[src/rtl/aes_mmio_resp.sv]
// rtl/aes_mmio_resp.sv - MMIO responder holding AES key/block/result registers and sequencing the AES core
module aes_mmio_resp #(
  parameter int AW = 6
) (
  input  logic         clk_i,
  input  logic         rst_i,
  input  logic         valid_i,
  input  logic         we_i,
  input  logic [31:0]  addr_i,
  input  logic [31:0]  wdata_i,
  output logic         stall_o,
  output logic         ready_o,
  output logic [31:0]  rdata_o,
  output logic         aes_start_o,
  output logic         aes_dec_o,
  output logic [127:0] aes_key_o,
  output logic [127:0] aes_block_o,
  input  logic         aes_done_i,
  input  logic [127:0] aes_result_i
);

  localparam int OW = AW - 2;

  typedef enum logic [1:0] {
    S_IDLE  = 2'd0,
    S_START = 2'd1,
    S_WAIT  = 2'd2
  } state_t;

  state_t state;
  state_t state_nxt;

  logic [31:0] key  [4];
  logic [31:0] din  [4];
  logic [31:0] dout [4];
  logic        dec;
  logic        done;
  logic        err;
  logic        busy;

  // Word offset splits into a 4-word group and an index within the group.
  logic [OW-1:0] offset;
  logic [OW-3:0] grp;
  logic [1:0]    idx;
  logic          unused_addr;

  assign offset      = addr_i[AW-1:2];
  assign grp         = offset[OW-1:2];
  assign idx         = offset[1:0];
  assign unused_addr = ^{addr_i[31:AW], addr_i[1:0]};

  logic is_key, is_din, is_dout, is_ctrl, is_status;
  assign is_key    = (grp == (OW-2)'(0));
  assign is_din    = (grp == (OW-2)'(1));
  assign is_dout   = (grp == (OW-2)'(2));
  assign is_ctrl   = (grp == (OW-2)'(3)) && (idx == 2'd0);
  assign is_status = (grp == (OW-2)'(3)) && (idx == 2'd1);

  assign busy    = (state != S_IDLE);
  // Only a result read can be stalled: it waits until the core has produced data.
  assign stall_o = valid_i && !we_i && busy && is_dout;

  logic accept, wr, rd, err_set, start_req;
  assign accept    = valid_i && !stall_o;
  assign wr        = accept && we_i;
  assign rd        = accept && !we_i;
  assign err_set   = wr && busy && (is_key || is_din || is_ctrl);
  assign start_req = wr && !busy && is_ctrl && wdata_i[0];

  assign aes_dec_o   = dec;
  assign aes_key_o   = {key[0], key[1], key[2], key[3]};
  assign aes_block_o = {din[0], din[1], din[2], din[3]};

  // Read mux evaluated on pre-edge register values.
  logic [31:0] rmux;
  always_comb begin
    rmux = 32'h0;
    if (is_key)         rmux = key[idx];
    else if (is_din)    rmux = din[idx];
    else if (is_dout)   rmux = dout[idx];
    else if (is_ctrl)   rmux = {30'h0, dec, 1'b0};
    else if (is_status) rmux = {29'h0, err, done, busy};
  end

  // Sequencer next state and the one-cycle start pulse.
  always_comb begin
    state_nxt   = state;
    aes_start_o = 1'b0;
    case (state)
      S_IDLE:  if (start_req) state_nxt = S_START;
      S_START: begin
        aes_start_o = 1'b1;
        state_nxt   = S_WAIT;
      end
      S_WAIT:  if (aes_done_i) state_nxt = S_IDLE;
      default: state_nxt = S_IDLE;
    endcase
  end

  // Sequencer state register.
  always_ff @(posedge clk_i) begin
    if (rst_i) state <= S_IDLE;
    else       state <= state_nxt;
  end

  // Register file, access response and status flags.
  always_ff @(posedge clk_i) begin
    if (rst_i) begin
      for (int i = 0; i < 4; i++) begin
        key[i]  <= 32'h0;
        din[i]  <= 32'h0;
        dout[i] <= 32'h0;
      end
      dec     <= 1'b0;
      done    <= 1'b0;
      err     <= 1'b0;
      ready_o <= 1'b0;
      rdata_o <= 32'h0;
    end else begin
      ready_o <= accept;
      rdata_o <= rd ? rmux : 32'h0;
      // Operand writes are only honoured while idle so the core sees stable inputs.
      if (wr && !busy) begin
        if (is_key)  key[idx] <= wdata_i;
        if (is_din)  din[idx] <= wdata_i;
        if (is_ctrl) dec      <= wdata_i[1];
      end
      if (start_req) done <= 1'b0;
      if (state == S_WAIT && aes_done_i) begin
        dout[0] <= aes_result_i[127:96];
        dout[1] <= aes_result_i[95:64];
        dout[2] <= aes_result_i[63:32];
        dout[3] <= aes_result_i[31:0];
        done    <= 1'b1;
      end
      // A same-cycle set beats the W1C clear.
      if (err_set)                            err <= 1'b1;
      else if (wr && is_status && wdata_i[2]) err <= 1'b0;
    end
  end

endmodule

[config.mk]
export PLATFORM = sky130hd
export DESIGN_NAME = aes_mmio_resp
export DESIGN_NICKNAME = d
export VERILOG_FILES = /design/src/rtl/aes_mmio_resp.sv
export SDC_FILE = /design/constraint.sdc
export NUM_CORES = 1
export LEC_CHECK = 0
export BUFFER_PORTS_ARGS = -buffer_cell sky130_fd_sc_hd__buf_2
export CORE_MARGIN = 3
export CORE_UTILIZATION = 35
export DETAILED_ROUTE_END_ITERATION = 10
export MAX_ROUTING_LAYER = met4
export PLACE_DENSITY = 0.68
export SLEW_MARGIN = 10
export SYNTH_ARGS = -nofsm -noshare
export SYNTH_HDL_FRONTEND = slang
export SYNTH_SLANG_ARGS = --single-unit
[constraint.sdc]
create_clock -name clk_i -period 8.3 [get_ports clk_i]
set_input_delay 0.83 -clock clk_i [delete_from_list [all_inputs] [get_ports clk_i]]
set_output_delay 0.83 -clock clk_i [all_outputs]
set_load 0.02 [all_outputs]
# Yosys cells after proc, flatten, opt, wreduce, memory -nomap -nowiden
# Memories as Yosys holds them, arrays and structs flattened.
# Index checks and enable logic that the tools add are counted.
# classes
n_eq_ne	8
mux	36
bitwise	5
n_reduce_logical	32
# op_table
operator	count
$mux 32	9
$reduce_or 32->1	2
$mux 1	20
$logic_and 1x1->1	16
$mux 2	4
$eq 2x1->1 const B	3
$eq 2x2->1 const B	3
$logic_not 2->1	3
$mux 3	2
$pmux 2 s3	1
$reduce_bool 2->1	3
$ne 2x2->1 const B	2
$or 1x1->1	4
$reduce_and 2->1	2
$logic_not 1->1	3
$logic_or 1x1->1	2
$reduce_or 2->1	1
$not 1->1	1
# totals
regBits	38
mem_bits_rw	384
inputBits	197
output_inout_bits	292
word_cells	90
mem_count	3
# mem_list
name	depth	word_bits	read_ports	rd_ports_with_merged_regs	write_ports	line_no	rtl
din	4	32	5	0	4	34	logic [31:0] din [4];
dout	4	32	1	0	4	35	logic [31:0] dout [4];
key	4	32	5	0	4	33	logic [31:0] key [4];

# Logic depth before layout (Yosys ltp)
# Gate-level depths: netlist (run 1).
# logic_depth
depth_word	13
depth_mapped	8
ltp_nobuf	4

# Worst setup path before layout (run 1)
# OpenSTA, ideal clock, no wires.
# synth_path
path_kind	input -> register
start	in addr_i[2]
end	mem key[3][0], enable pin
setup_time_ns	0.511
arrival_ns	4.789
t_required_ns	7.789
slack_ns	3.001
path_stages	5
n_path_buf	3
path_cell_list	buf_6 buf_4 buf_2 nand2_1 o41ai_1
# synth_rtl
item	line_no	rtl
from (decl)	9	input logic [31:0] addr_i,
to (decl)	33	

==> metrics.yaml, run 1 <==
pwr-share-clk_pct: 40.9
critPathArrivalTime_ps: 3350
layout-drive-gt1-share_pct: 41.6
rr_endpoint: "key[0][0]$_SDFFCE_PN0P_"
root_buffer: "clkbuf_16"
slew-limit-headroom_pct: 23.6
die_w_um: 234
max_freq_mhz: 318
crit_end: "key[0][0]$_SDFFCE_PN0P_"
clkSinkCount: 422
design_area_sq_um: 22800
ir_worst_vdd_mv: 0.124
critPathSlowestCell: "buf_4"
worstSetupPathDepth: 7
p_per_area_nw_per_um2: 219
htree_levels: 2
ys_seq_area_share_pct: 67.3
netlist_instances: 1124
ys_ff_latch: 422
portBuffers: 460
gp_congestion: 0.839
critPathCaptureType: "register"
grt_usage_pct: 20.6
hold_viol: 0
period_minus_slack_ps: 3140
first_pass_iters: 5
final_common_cell: "buf_2"
clk-insertion-delay-late_ps: 560
hold_buffers: 0
vias: 11700
clockBufferDepth: 3
cpPeakStageDelay_ps: 630
final_nets: 1765
rr_worst_depth: 6
grt_pass1_vias: 11600
outcome: "finished, final reports clean"
hold_path_class: "reg2reg"
numCtsBuffers: 45
cts-resized-gates: 0
die_area_sq_um: 55000
rr_startpoint: "state[1]$_SDFFE_PP0P_"
initial_utilization_pct: 35.5
grt_pass1_wl_um: 79000
syn_nets: 1321
antenna_found_initial: 9
num_io_pins: 489
power.leakage_nw: 9.06
drt_iter0_drc: 986
pwr-share-seq_pct: 49.6
drc_errors: 0
crit_path_cell_trace: "buf_2, or2_1, nor4_4, buf_4, nand2_1, nand2_2, buf_4"
holdWs_ps: 487
slew_viol_final: 0
overflow: 0
path_delay_family: "buffers and inverters"
dp_hpwl_um: 37800
rsz0062_at_grt: "false"
power_mw: 4.98
finClkSkew_ps: 13.8
vias_per_cell: 5.09
critPathRequiredTime_ps: 8510
setup_viol: 0
synth_ff_type: "edfxtp_1"
fp.dieH_um: 234
syn_area_sq_um: 18300
comb_power_share_pct: 9.4
yosys_warnings: 0
cp_common_cell: "buf_4"
worst_pin_slew_ps: 1140
placement.cell_area_sq_um: 21300
wirelength_um: 56700
std_cell_rows: 83
utilization_pct: 44.2
path_clk_slew_ps: 60
fin_tns_setup_ps: 0
cp-startpoint: "addr_i[4]"
syn_to_final_growth_pct: 24.7
async_reset_ff_share_pct: 0
crit_type: "in2reg"
core_sq_um: 51500
swShare_pct: 23.7
max-cap-violations: 0
postCtsSetupRepairBufs: 0
p_int_mw: 3.80
fin_crit_sh_pct: 37.9
synth_edf_count: 384
postSynthAreaPerCell_sq_um: 16.2
cts_tree: "done"
cp-start-kind: "primary input"
grt_max_degree: 98
avgRoutedWirePerCell_um: 24.8
r2r_slack_ps: 5390
postRouteAntennaNets: 0
path_buf_inv: 3
final_cell_mix: "buf_2 (458), edfxtp_1 (384), and2_1 (321)"
p_sw_mw: 1.18
yosysUniqueCellTypes: 40
cp_max_fo: 65
==> cell families after synthesis <==
group                  Yosys count  share of synthesized area, %
multiplexers                   103                          12.1
buffers and inverters           88                          2.52
flip-flops                     422                          67.3
AO/OA/AOI/OAI                   50                          2.29
AND/OR/NAND/NOR                461                          15.8
==> state kept, by name (all words and copies together) (netlist names) <==
signal     flops
din          128
done           1
dout         128
aes_dec_o      1
err            1
key          128
state          2
rdata_o       32
ready_o        1
==> worst reg2reg max path, cell delays in order (launching register included) <==
cell and delay [ps]:
dfxtp_1 340, or2_1 330, nor4_4 270, buf_4 630, nand2_1 150, nand2_2 350, buf_4 450
==> synthesized netlist by cell type, types with 2 or more instances <==
library cell	count	share of area, %
and2_1	321	11
clkbuf_2	12	0.33
and3_1	64	2.2
nor2_1	7	0.14
nor2b_1	28	0.96
a21oi_1	2	0.055
clkbuf_1	28	0.58
edfxtp_1	384	63
buf_2	26	0.71
nor2_2	4	0.14
mux2i_1	9	0.49
nor3_2	2	0.11
o22ai_1	5	0.17
nand3_1	4	0.11
nand4_1	2	0.069
nand3b_1	2	0.082
buf_6	7	0.43
a211oi_1	3	0.12
nor3_1	3	0.082
dfxtp_1	38	4.2
nand2_1	12	0.25
buf_4	8	0.33
inv_1	6	0.12
nand2b_1	2	0.069
o21ai_0	7	0.19
o31ai_1	3	0.12
nor3b_1	3	0.12
a221o_1	26	1.4
mux4_2	94	12
or2_1	2	0.069
==> power by group through the flow <==
stage / Combinational (mW) / Clock, mW / Sequential, mW
after floorplan: 0.165 / 0 / 2.61
after global placement: 0.472 / 0 / 2.51
after detailed placement: 0.476 / 0 / 2.51
after CTS: 0.477 / 2.08 / 2.47
after global routing: 0.499 / 2.16 / 2.48
final: 0.470 / 2.04 / 2.47
==> metrics by stage <==
stage / std cells / worst slack [ps]
after global placement: 2201 / 4600
after floorplan: 1124 / 3000
after global routing: 2287 / 5030
after detailed placement: 2201 / 4540
final: 2290 / 5160
after CTS: 2281 / 5140
==> how the worst min path moves through the flow <==
stage | start | depth (start not counted) | slack, ps | end
finish | done$_SDFFE_PP0P_ | 1 | 490 | done$_SDFFE_PP0P_
global route | done$_SDFFE_PP0P_ | 1 | 510 | done$_SDFFE_PP0P_
CTS | done$_SDFFE_PP0P_ | 1 | 490 | done$_SDFFE_PP0P_
detailed placement | done$_SDFFE_PP0P_ | 1 | 480 | done$_SDFFE_PP0P_
global placement | done$_SDFFE_PP0P_ | 1 | 470 | done$_SDFFE_PP0P_
floorplan | err$_SDFFE_PP0P_ | 2 | 450 | err$_SDFFE_PP0P_
==> per-layer routing <==
layer / routed length (um) / up-vias / part of all wire [%] / track usage, %
met2: 27300 / 511 / 48 / 32.2
met1: 23000 / 5924 / 41 / 26.7
met5: 0 / - / 0 / -
li1: - / 5135 / - / -
met3: 5080 / 82 / 9.0 / 5.57
met4: 1360 / 0 / 2.4 / 5.67
==> final cells by class <==
type                       instances  area, sq um
sequential                       422        12300
timing repair buffer             478         2450
fill                            4638        28700
tap                              680          851
multi-input combinational        614         5650
clock inverter                    19          235
clock buffer                      61         1250
inverter                           7         26.3
antenna                            9         22.5
Note: power is estimated with default switching activity, not from simulation.
==> run 2, diff against run 1 <==
Clock period 8.3 ns to 3.1 ns, I/O delays scaled along.
==> run 2 against run 1 <==
Clock skew up 4.5 ps. Worst setup slack lost 4500 ps. Total power grew to 2.6 times the previous value. Largest cell class unchanged. Routed wire length rose by 1.5%. Register-to-register slack worse by 4600 ps. Critical path depth shrank 3. Combinational power rose to 2.9 times the previous value. Critical path type is now reg2out. Highest routed layer unchanged. Non-clock buffer count rose by 81.
==> metrics.yaml, run 2 (same netlist as run 1, synthesis figures left out) <==
root_buffer: "clkbuf_16"
rsz0062_at_grt: "false"
finClkSkew_ps: 18.2
design_area_sq_um: 23600
period_minus_slack_ps: 2430
clk-insertion-delay-late_ps: 570
antenna_found_initial: 8
clkSinkCount: 422
grt_max_degree: 129
grt_util_met2_pct: 32.2
critPathCaptureType: "primary output"
vias_per_cell: 5.02
std_cell_rows: 83
power.leakage_nw: 9.43
p_per_area_nw_per_um2: 558
p_int_mw: 9.98
critPathArrivalTime_ps: 2120
overflow: 0
final_cell_mix: "buf_2 (458), edfxtp_1 (384), and2_1 (321)"
grt_use_met1_pct: 27.7
path_delay_family: "simple AND/OR/NAND/NOR gates"
cp_max_fo: 6
layout-drive-gt1-share_pct: 40.7
clockBufferDepth: 3
multi_input_area_sq_um: 5660
hold_path_class: "in2reg"
fp.dieH_um: 234
crit_type: "reg2out"
pwr-share-seq_pct: 50.2
grt_usage_pct: 21.0
syn_to_final_growth_pct: 29.1
critPathSlowestCell: "nor3b_1"
fin_ws_ps: 670
hold_viol: 0
numCtsBuffers: 45
portBuffers: 460
drt_iter0_drc: 1015
die_area_sq_um: 55000
swShare_pct: 24.1
utilization_pct: 45.8
power_mw: 13.2
fin_cells: 2371
post-place-ws_ps: 690
cp-start-kind: "register"
slew_viol_final: 0
wirelength_um: 57500
max_freq_mhz: 412
cts_tree: "done"
htree_levels: 2
final_common_cell: "buf_2"
setup_viol: 0
regArea_sq_um: 12300
crit_path_cell_trace: "or2_1, nand2_1, nor3b_1, buf_2"
pwr-share-clk_pct: 39.4
max-cap-violations: 0
fin_crit_sh_pct: 78.4
die_w_um: 234
ir_worst_vdd_mv: 0.326
slew-limit-headroom_pct: 51.3
critPathRequiredTime_ps: 2790
vias: 11900
placement.cell_area_sq_um: 21600
num_io_pins: 489
final_nets: 1846
core_sq_um: 51500
avgRoutedWirePerCell_um: 24.3
dp_hpwl_um: 39000
first_pass_iters: 5
gp_congestion: 0.851
comb_power_share_pct: 10.4
initial_utilization_pct: 35.5
cpPeakStageDelay_ps: 490
outcome: "finished, final reports clean"
path_clk_slew_ps: 60
dp.cells: 2224
p_sw_mw: 3.17
reg_top3: "din x128, dout x128, key x128"
drc_errors: 0
holdWs_ps: 27.0
postRouteAntennaNets: 0
grtUsageMet3_pct: 5.89
fillers: 4614
grt_busiest_layer: "met2"
grt_pass1_vias: 12100
worst_pin_slew_ps: 731
grt_pass1_wl_um: 80900
fin_tns_setup_ps: 0
path_buf_inv: 1
==> run 2: changes by cell type in the layout (fill, tap and decap cells not counted), moves of 3 or more <==
cell and delta:
dlygate4sd3_1 +58, buf_12 +9, clkinv_1 +9, clkbuf_1 -3, buf_4 +15, clkbuf_8 -4
bufinv_16 -3
==> run 2: routing by layer <==
metal / vias up / routed length, um
met1: 5953 / 23900
met4: 0 / 1460
met3: 93 / 5420
met2: 563 / 26700
met5: - / 0
li1: 5300 / -
==> run 2: repair_timing <==
item	CTS	global route
hold buffers	57	1
setup buffers	0	0
setup endpoints to repair	0	0
endpoints found under the hold margin	57	1
resized for setup	0	0
==> run 2: cell type report <==
| type | instances | area share, % |
|---|---|---|
| Sequential cell | 422 | 52.1 |
| Tap cell | 680 | 3.61 |
| Timing Repair Buffer | 559 | 14.0 |
| Antenna cell | 7 | 0.0743 |
| Inverter | 7 | 0.111 |
| Clock buffer | 56 | 5.22 |
| Clock inverter | 26 | 0.780 |
| Multi-Input combinational cell | 614 | 24.0 |
==> run 2: power groups by stage <==
stage          Combinational (mW)  Clock (mW)  Sequential, mW
2_1_floorplan               0.442           0            6.97
3_3_place_gp                 1.31           0            6.71
3_5_place_dp                 1.32           0            6.73
4_1_cts                      1.38        5.30            6.61
5_1_grt                      1.45        5.51            6.63
6_report                     1.36        5.18            6.61
==> run 2: path summary, 6_finish.rpt <==
kind                                                  end  slack (ps)  depth (start not counted)             startpoint
worst max-delay path                              stall_o         670                          4  state[0]$_SDFFE_PP0P_
worst min-delay path            dout[1][10]$_SDFFCE_PN0P_          30                          2       aes_result_i[74]
worst max register to register   key[1][15]$_SDFFCE_PN0P_         840                          4  state[0]$_SDFFE_PP0P_
worst min register to register           err$_SDFFE_PP0P_         480                          2       err$_SDFFE_PP0P_
==> run 3, diff against run 2 <==
Settings changed: ABC_AREA set to 1, PLACE_DENSITY 0.68 to 0.7.
Clock period 3.1 ns to 2 ns, I/O delays scaled along.
==> run 3 against run 2 <==
Clock power rose by 62%. Count of clock-buffer cells in the layout rose by 3. Flip-flop and latch count unchanged. Critical endpoint is now key[2][14]$_SDFFCE_PN0P_.
==> metrics.yaml, run 3 <==
std_cell_rows: 83
antenna_found_initial: 2
clk-insertion-delay-late_ps: 580
overflow: 0
core_sq_um: 51900
layout-drive-gt1-share_pct: 24.5
fin_crit_sh_pct: 93.1
crit_type: "reg2reg"
syn_area_sq_um: 18600
async_reset_ff_share_pct: 0
outcome: "finished, final reports clean"
synth_top_area_share_pct: 62.0
num_io_pins: 489
yosysMostFrequentCell: "nand2_1"
setup_viol: 0
fillers: 4689
max-cap-violations: 0
utilization_pct: 48.8
final_common_cell: "nand2_1"
final_cell_mix: "nand2_1 (632), buf_2 (460), edfxtp_1 (384)"
die_w_um: 236
gp_congestion: 0.951
yosysUniqueCellTypes: 24
fin_tns_setup_ps: 0
period_minus_slack_ps: 1860
syn_to_final_growth_pct: 36.4
holdWs_ps: 44.1
cp_max_fo: 32
hold_viol: 0
postRouteAntennaNets: 0
p_per_area_nw_per_um2: 825
portBuffers: 460
reg_top3: "din x128, dout x128, key x128"
synth_ff_type: "edfxtp_1"
path_delay_family: "simple AND/OR/NAND/NOR gates"
ys_ff_latch: 422
power_mw: 20.9
cts_tree: "done"
critPathArrivalTime_ps: 2120
grt_pass1_vias: 16300
rsz0062_at_grt: "false"
path_buf_inv: 2
critPathRequiredTime_ps: 2260
finClkSkew_ps: 15.8
vias: 16400
final_nets: 2812
cp-startpoint: "state[0]$_SDFFE_PP0P_"
critPathSlowestCell: "dfxtp_1"
numCtsBuffers: 45
synth_top_cell_by_area: "edfxtp_1"
crit_path_cell_trace: "inv_1, nand2_1, nor2_4, nand2_1, nor2_4, nand2_1, nand2_2, buf_12"
cpPeakStageDelay_ps: 320
critPathCaptureType: "register"
slew_viol_final: 0
ys_top_cells_by_count: "nand2_1 (638), edfxtp_1 (384), nor2_1 (345)"
grt_usage_pct: 25.4
grt_pass1_wl_um: 103000
dp_hpwl_um: 47300
max_freq_mhz: 537
yosys_warnings: 0
synth_edf_count: 384
power.leakage_nw: 11.8
grt_max_degree: 63
root_buffer: "clkbuf_16"
syn_nets: 2176
vias_per_cell: 4.91
wirelength_um: 70700
drc_errors: 0
fin_cells: 3333
ir_worst_vdd_mv: 0.612
clkSinkCount: 422
postSynthAreaPerCell_sq_um: 9.39
cp_common_cell: "nand2_1"
hold_path_class: "in2reg"
ys_seq_area_share_pct: 66.1
drt_iter0_drc: 1490
initial_utilization_pct: 35.8
rr_startpoint: "state[0]$_SDFFE_PP0P_"
path_clk_slew_ps: 60
postCtsSetupRepairBufs: 0
first_pass_iters: 6
hold_start: "wdata_i[26]"
htree_levels: 2
netlist_instances: 1979
dp.cells: 3088
clockBufferDepth: 3
yosys-top-cells-area: "edfxtp_1 (62%), nand2_1 (13%), nor2_1 (7.0%)"
avgRoutedWirePerCell_um: 21.2
fp.dieH_um: 236
cp-start-kind: "register"
worst_pin_slew_ps: 516
slew-limit-headroom_pct: 65.6
die_area_sq_um: 55900
run 3: logic make-up after synthesis:
kind of cell	synth area share, %
DFF	66.1
and+or+nand+nor	24.9
buffers and inverters	8.14
AOI/OAI and AO/OA	0.794
run 3: final timing paths:
check / end / slack [ps] / cells after the start
max: key[2][14]$_SDFFCE_PN0P_ / 140 / 8
min: din[3][26]$_DFFE_PP_ / 40 / 3
max reg2reg: key[2][14]$_SDFFCE_PN0P_ / 140 / 8
min reg2reg: done$_SDFFE_PP0P_ / 520 / 2
run 3: worst register-to-register path, stage by stage (launching register included):
cell,delay [ps]
dfxtp_1,320
inv_1,90
nand2_1,150
nor2_4,160
nand2_1,170
nor2_4,190
nand2_1,100
nand2_2,100
buf_12,240
run 3: what timing repair did:
item / in CTS / in global routing
resized for setup: 0 / 4
hold endpoints to repair: 194 / 0
endpoints found under the setup margin: 0 / 176
hold buffers: 160 / 0
run 3: area by class of cell:
cell class / count / area, sq um / area share, %
clock inverter: 24 / 262 / 1.03
antenna: 2 / 5.00 / 0.0197
tap: 680 / 851 / 3.36
inverter: 283 / 1060 / 4.20
sequential: 422 / 12300 / 48.5
clock buffer: 59 / 1220 / 4.81
timing repair buffer: 687 / 4750 / 18.7
multi-input combinational: 1176 / 4910 / 19.4
run 3: routing by layer:
| layer | global-route usage [%] | share of wire (%) |
|---|---|---|
| met4 | 9.16 | 4.1 |
| met3 | 4.26 | 8.1 |
| met5 | - | 0 |
| met1 | 32.7 | 41 |
| met2 | 40.7 | 47 |
run 3: power by group:
group / internal [mW] / switching, mW
sequential: 9.94 / 0.177
clock: 4.85 / 3.55
combinational: 0.830 / 1.56
run 3: stage by stage:
step	instance area, sq um	setup slack [ps]
5_1_grt	25300	32.3
2_1_floorplan	18600	5.70
6_report	25300	139
3_3_place_gp	22200	99.8
4_1_cts	25300	46.0
3_5_place_dp	22200	60.3
